--- src/rtl/sr_bank_writer.sv ---
// sr_bank_writer: masked SR-bank write via set/reset pulses, readback check, bounded retry.
// Latency PULSE+3 cycles (no-op write 2, +PULSE+2 per retry); req_ready high only in IDLE.
module sr_bank_writer #(
  parameter int WIDTH     = 8,
  parameter int PULSE     = 2,
  parameter int MAX_RETRY = 1
) (
  input  logic             clk,
  input  logic             rst,
  input  logic             req_valid,
  output logic             req_ready,
  input  logic [WIDTH-1:0] req_data,
  input  logic [WIDTH-1:0] req_mask,
  input  logic [WIDTH-1:0] q,
  output logic [WIDTH-1:0] s,
  output logic [WIDTH-1:0] r,
  output logic             busy,
  output logic             done,
  output logic             err
);

  localparam int PW = (PULSE > 1) ? $clog2(PULSE) : 1;
  localparam int RW = (MAX_RETRY > 0) ? $clog2(MAX_RETRY + 1) : 1;

  typedef enum logic [1:0] {
    IDLE   = 2'd0,
    DRIVE  = 2'd1,
    SETTLE = 2'd2,
    CHECK  = 2'd3
  } state_t;

  typedef struct packed {
    logic [WIDTH-1:0] data;
    logic [WIDTH-1:0] mask;
  } req_t;

  state_t           state, state_nxt;
  req_t             req_q, req_nxt;
  logic [PW-1:0]    pulse_cnt, pulse_nxt;
  logic [RW-1:0]    retry_cnt, retry_nxt;
  logic [WIDTH-1:0] s_nxt, r_nxt;
  logic             done_nxt, err_nxt;

  logic             accept;
  logic [WIDTH-1:0] acc_set, acc_rst;
  logic [WIDTH-1:0] chk_set, chk_rst;
  logic [WIDTH-1:0] mismatch;

  assign req_ready = (state == IDLE);
  assign busy      = ~req_ready;
  assign accept    = req_valid & req_ready;

  // Excitation: set only bits that must rise, reset only bits that must fall.
  // data and ~data gate s and r, so they can never overlap.
  assign acc_set  = req_mask & req_data & ~q;
  assign acc_rst  = req_mask & ~req_data & q;
  assign chk_set  = req_q.mask & req_q.data & ~q;
  assign chk_rst  = req_q.mask & ~req_q.data & q;
  assign mismatch = (q ^ req_q.data) & req_q.mask;

  always_comb begin
    state_nxt = state;
    req_nxt   = req_q;
    pulse_nxt = pulse_cnt;
    retry_nxt = retry_cnt;
    s_nxt     = '0;
    r_nxt     = '0;
    done_nxt  = 1'b0;
    err_nxt   = err;

    unique case (state)
      IDLE: begin
        if (accept) begin
          req_nxt.data = req_data;
          req_nxt.mask = req_mask;
          retry_nxt    = '0;
          pulse_nxt    = '0;
          err_nxt      = 1'b0;
          s_nxt        = acc_set;
          r_nxt        = acc_rst;
          state_nxt    = ((acc_set | acc_rst) == '0) ? CHECK : DRIVE;
        end
      end

      DRIVE: begin
        if (pulse_cnt == PW'(PULSE - 1)) begin
          state_nxt = SETTLE;
        end else begin
          pulse_nxt = pulse_cnt + PW'(1);
          s_nxt     = s;
          r_nxt     = r;
        end
      end

      SETTLE: begin
        state_nxt = CHECK;
      end

      CHECK: begin
        if (mismatch == '0) begin
          state_nxt = IDLE;
          done_nxt  = 1'b1;
          err_nxt   = 1'b0;
        end else if (retry_cnt < RW'(MAX_RETRY)) begin
          retry_nxt = retry_cnt + RW'(1);
          pulse_nxt = '0;
          s_nxt     = chk_set;
          r_nxt     = chk_rst;
          state_nxt = DRIVE;
        end else begin
          state_nxt = IDLE;
          done_nxt  = 1'b1;
          err_nxt   = 1'b1;
        end
      end

      default: begin
        state_nxt = IDLE;
      end
    endcase
  end

  always_ff @(posedge clk or posedge rst) begin
    if (rst) begin
      state     <= IDLE;
      req_q     <= '0;
      pulse_cnt <= '0;
      retry_cnt <= '0;
      s         <= '0;
      r         <= '0;
      done      <= 1'b0;
      err       <= 1'b0;
    end else begin
      state     <= state_nxt;
      req_q     <= req_nxt;
      pulse_cnt <= pulse_nxt;
      retry_cnt <= retry_nxt;
      s         <= s_nxt;
      r         <= r_nxt;
      done      <= done_nxt;
      err       <= err_nxt;
    end
  end

endmodule

--- config.mk ---
export PLATFORM = sky130hd
export DESIGN_NAME = sr_bank_writer
export DESIGN_NICKNAME = d
export VERILOG_FILES = /design/src/rtl/sr_bank_writer.sv
export SDC_FILE = /design/constraint.sdc
export NUM_CORES = 1
export LEC_CHECK = 0
export ABC_CLOCK_PERIOD_IN_PS = 2100
export CORE_MARGIN = 1
export CORE_UTILIZATION = 51
export CTS_BUF_LIST = sky130_fd_sc_hd__clkbuf_4 sky130_fd_sc_hd__clkbuf_8
export DETAILED_ROUTE_END_ITERATION = 7
export PLACE_DENSITY = 0.89
export SETUP_SLACK_MARGIN = 0.1
export SLEW_MARGIN = 10
export SYNTH_ARGS = -nofsm -noshare
export SYNTH_HDL_FRONTEND = slang
export SYNTH_SLANG_ARGS = --single-unit
export TNS_END_PERCENT = 50
--- constraint.sdc ---
create_clock -name clk -period 2.1 [get_ports clk]
set_clock_uncertainty 0.1 [all_clocks]
set_input_delay 0.21 -clock clk [delete_from_list [all_inputs] [get_ports clk]]
set_output_delay 0.21 -clock clk [all_outputs]
set_load 0.01 [all_outputs]
# Yosys cells after proc, flatten, opt, wreduce, memory -nomap -nowiden
# Cells that the tools add are included.
# classes
n_bitwise,16
magnitude_cmp,1
n_eq_ne,8
reduce_logical,10
n_mux,29
add_sub_neg,2
# op_table
operator,count
8-bit bitwise AND,9
8-bit 2-to-1 mux,7
8-bit case mux with 3 select lines,2
8-bit NOT,3
8-bit logical NOT,2
1-bit 2-to-1 mux,13
8-bit OR,1
2-bit case mux with 4 select lines,1
4-bit AND reduction,2
8-bit bitwise XOR,1
2-bit 2-to-1 mux,3
2-bit inequality test (second input constant),3
2-bit == test (second input constant),2
1-bit case mux with 2 select lines,2
2-bit AND reduction,2
3-bit inequality test (second input constant),1
1-bit case mux with 3 select lines,1
3-bit AND reduction,1
3-bit nonzero test,1
1-bit adder (second input constant),2
2-bit by 1-bit == test with 1-bit output (second input constant),1
2-bit logical NOT,1
2-bit by 1-bit inequality test with 1-bit output (second input constant),1
2-bit nonzero test,1
other kinds (3),3
# totals
register_bits,38
word_cells,75
inputBits,27
output_inout_bits,20

# Longest topological paths before layout
# Gate-level depths: netlist of the first run.
# depth
depth_word,8
mapped_depth,8

# Least setup slack after synthesis of the first run
# No wires, ideal clock.
# synth_timing
kind,register -> register
startpoint,reg state[0]
endpoint,reg r[4]
arrival_ns,1.695
setup_slack_ns,0.222
n_path_buf,1
path_stages_with_launch,9
synth_period_minus_slack_ns,1.878
path_cell_list,dfrtp_1 > inv_1 > ha_1 > nand2_2 > or3_1 > clkbuf_1 > nor3_1 > a21oi_1 > o21ai_0
# synth_between
elab_chain_len,4
word_cells_on_any_way,7
# synth_lines
item,line_no,rtl
"start, declared",37,"state_t state, state_nxt;"
"start signal, assigned",134,state <= state_nxt;
2-bit logical NOT (*),49,assign req_ready = (state == IDLE);
net req_ready,11,"output logic req_ready,"
1-bit bitwise AND,51,assign accept = req_valid & req_ready;
8-bit 2-to-1 mux,73,if (accept) begin
8-bit case mux with 3 select lines (*),71,unique case (state)
"end signal, assigned",139,r <= r_nxt;
"end, declared",16,"output logic [WIDTH-1:0] r,"
# Mark *: on every way through the listed nets, which the timed path passes. The rest lies on a longest branch.
# A chain may end at the register's enable or synchronous reset.

# Worst setup path in the final report of the first run
# layout_timing
startpoint,reg state[0]
endpoint,reg s[3]
# layout_between
elab_chain_len,4
word_cells_on_any_way,7
# layout_lines
item,line_no,rtl
2-bit logical NOT,"49, 71",
1-bit bitwise AND,51,
8-bit 2-to-1 mux,73,
8-bit case mux with 3 select lines,71,
"end signal, assigned",138,s <= s_nxt;
"end, declared",15,"output logic [WIDTH-1:0] s,"
# Parallel ways exist; a longest one is shown, timed or not.

==> summary.txt, run 1 <==
Worst Path Required: 2210 ps
commonest non-fill, non-tap cell in the layout: clkdlybuf4s50_1
Pre-antenna DRT Iters: 4
Tcrit/Tclk final: 90.1%
family with the most delay on the worst path: simple AND/OR/NAND/NOR gates
Crit path depth: 6
initial antenna violation count: 0
Synth Flop Type: dfrtp_1
Post-synth EDFFs: 0
Rel. slew slack: 67.4%
core area: 3720 sq um
Register Area: 951 sq um
flop-to-flop setup slack: 210 ps
Worst-Skew Late Latency: 300 ps
Final Wtd Congestion: 0.851
die area: 4210 sq um
outcome: finished, final reports clean
area of the multi-input gates: 1020 sq um
FILL cells: 267
Port Buf Inserts: 46
max-slew violation count: 0
Diodes inserted: 0
R2R Path End: s[3]
Synth cell types: 37
Reg2Reg Depth: 6
crit path DAT: 2000 ps
asr flop ratio synth: 100%
share of post-route cells with drive strength above 1: 19.2%
most numerous cell on the critical path: buf_4
Worst R2R Start: state[0]
Die Ht: 64.9 um
Internal Power: 2020 uW
cts bufs inserted: 5
Hold Fails Final Rpt: 0
final setup violation count: 0
f_max: 0.529 GHz
Max Fanout on Critical Path: 12
syn nets: 218
vias in the first global route: 1702
register area share after synthesis: 47.1%
# DRC: 0
final worst setup slack: 208 ps
critical path launch point: state[0]
global route overflow: 0
slowest CP cell: dfrtp_1
clk buf depth: 2
gr usage total: 26.1%
Flop pwr share: 36.1%
I/O Pins: 47
min Tclk post-route: 1890 ps
CTS tree: done
initial core utilization: 54.3%
Fin Setup TNS: 0 ps
fin nets: 281
TritonCTS Sinks: 38
Hold Path Class: input port to asynchronous set/reset pin
Sw Ratio: 37.8%
largest net degree at the start of global routing: 39
clock slew at reported path FFs: 80 ps
commonest cells after routing, fill and taps aside: 46 x clkdlybuf4s50_1, 38 x dfrtp_1, 23 x nand3b_1
worst-margin pin slew: 489 ps
Post-Syn Instances: 186
routed wire length: 4850 um
Clock power frac: 16.6%
RSZ-0062 raised after global routing: no
yosys warns: 0
Hold Slack: 221 ps
wire length per cell: 16.3 um
P per Cell Area: 1200 nW/um^2
Critical Path Start Type: flip-flop
number of DRC markers in iteration 0: 182
Avg Cell Area, Syn: 10.8 sq um
CP cell instances: ha_1, nor2b_1, buf_4, or3_1, buf_4, o221ai_1
max-cap violation count: 0
CP Class: flip-flop to flip-flop
Comb power frac: 47.3%
post-DR vias/cell: 5.89
Final ANT Viol Nets: 0
sw power: 1230 uW
Critical Path Sink Type: flip-flop
Pleak: 0.00110 uW
dpl ws: 29.2 ps
Worst Path Buf+Inv: 2
die span in x: 64.9 um
via count: 1756
first-pass GRT wire length: 8220 um
Layout area overhead: 34.9%
CTS Root Buffer Type: clkbuf_8
worst vdd ir: 0.000548 V
num rows: 22
max incr delay on CP: 420 ps
HPWL after DPL: 3630 um
Mapped Area: 2020 sq um
Yosys reg bits: 38
H-Tree Depth: 2
metrics by stage:
step           cell area (sq um)  cells  utilization (%)  total power (uW)
2_1_floorplan               2020    186                -              2120
3_3_place_gp                2620    289             70.4              2630
3_5_place_dp                2620    289             70.4              2690
4_1_cts                     2710    297             73.0              3230
5_1_grt                     2720    298             73.2              3490
6_report                    2720    298             73.2              3260
kinds of logic after synthesis:
| group | synth area share (%) |
|---|---|
| DFF | 47.1 |
| buffers and inverters | 2.42 |
| AOI/OAI and AO/OA | 16.7 |
| adders and majority gates | 3.10 |
| muxes | 8.93 |
| and+or+nand+nor | 20.8 |
| xor gates and xnor gates | 0.869 |
cells in the mapped netlist (2+ instances only):
cell type / instances / area (sq um)
dfrtp_1: 38 / 951
nand3b_1: 23 / 173
mux2_2: 16 / 180
nand2_1: 14 / 52.6
o21ai_0: 14 / 70.1
nor2b_1: 9 / 56.3
a32oi_1: 7 / 61.3
a21oi_1: 6 / 30.0
inv_1: 6 / 22.5
o221ai_1: 6 / 52.6
ha_1: 5 / 62.6
nor2_1: 5 / 18.8
clkbuf_1: 3 / 11.3
nand2b_1: 3 / 18.8
nand4_1: 3 / 18.8
a31oi_1: 2 / 12.5
and4_1: 2 / 17.5
nor3_1: 2 / 10.0
o221ai_2: 2 / 30.0
or3_1: 2 / 12.5
xor2_1: 2 / 17.5
tightest hold or removal path, cell delays in order:
cell and delay (ps):
clkdlybuf4s50_1 400, inv_1 50, buf_4 410
state kept, by name, indices dropped and copies added (netlist names):
| signal | flops |
|---|---|
| retry_cnt | 1 |
| done | 1 |
| err | 1 |
| state | 2 |
| pulse_cnt | 1 |
| req_q | 16 |
| s | 8 |
| r | 8 |
repair_timing:
item                                    4_1_cts  5_1_grt
hold buffers                                  0        0
endpoints found under the setup margin        0        3
setup buffers                                 0        1
endpoints found under the hold margin         0        0
gates resized for setup                       0        2
worst max path at each step:
| stage | end | slack [ps] |
|---|---|---|
| final | s[3] | 210 |
| after global routing | s[2] | 100 |
| after CTS | req_ready | 120 |
| after detailed placement | s[7] | 30 |
| after global placement | s[3] | 90 |
| after floorplan | r[4] | 220 |
per-layer routing:
metal,up-vias,global-route usage (%),routed length (um)
met5,-,0,0
li1,827,-,-
met1,856,35.5,2200
met4,0,6.94,46
met2,67,41.4,2350
met3,6,6.16,255
final cells by class:
class                      instances  area share, %
multi-input combinational        137           37.5
sequential                        38           34.9
timing repair buffer              61           21.1
clock buffer                       6           3.03
tap                               48           2.21
inverter                           6          0.828
clock inverter                     2          0.460
power by group through the flow:
stage | Combinational (uW) | Clock, uW | Sequential [uW]
6_report | 1540 | 540 | 1180
5_1_grt | 1690 | 592 | 1210
4_1_cts | 1510 | 547 | 1170
3_5_place_dp | 1500 | 0 | 1190
3_3_place_gp | 1460 | 0 | 1170
2_1_floorplan | 959 | 0 | 1170
Power figures use the tool's default switching activity.
==> run 2, diff against run 1 <==
Settings changed: CTS_BUF_LIST sky130_fd_sc_hd__clkbuf_4 sky130_fd_sc_hd__clkbuf_8 to sky130_fd_sc_hd__clkbuf_8.
==> results of run 2 <==
Final layout, timing and power as in run 1 (identical DEF).
==> run 3, diff against run 2 <==
Settings changed: SLEW_MARGIN 10 to 20.
==> results of run 3 <==
Final layout, timing and power as in run 1 (identical DEF).
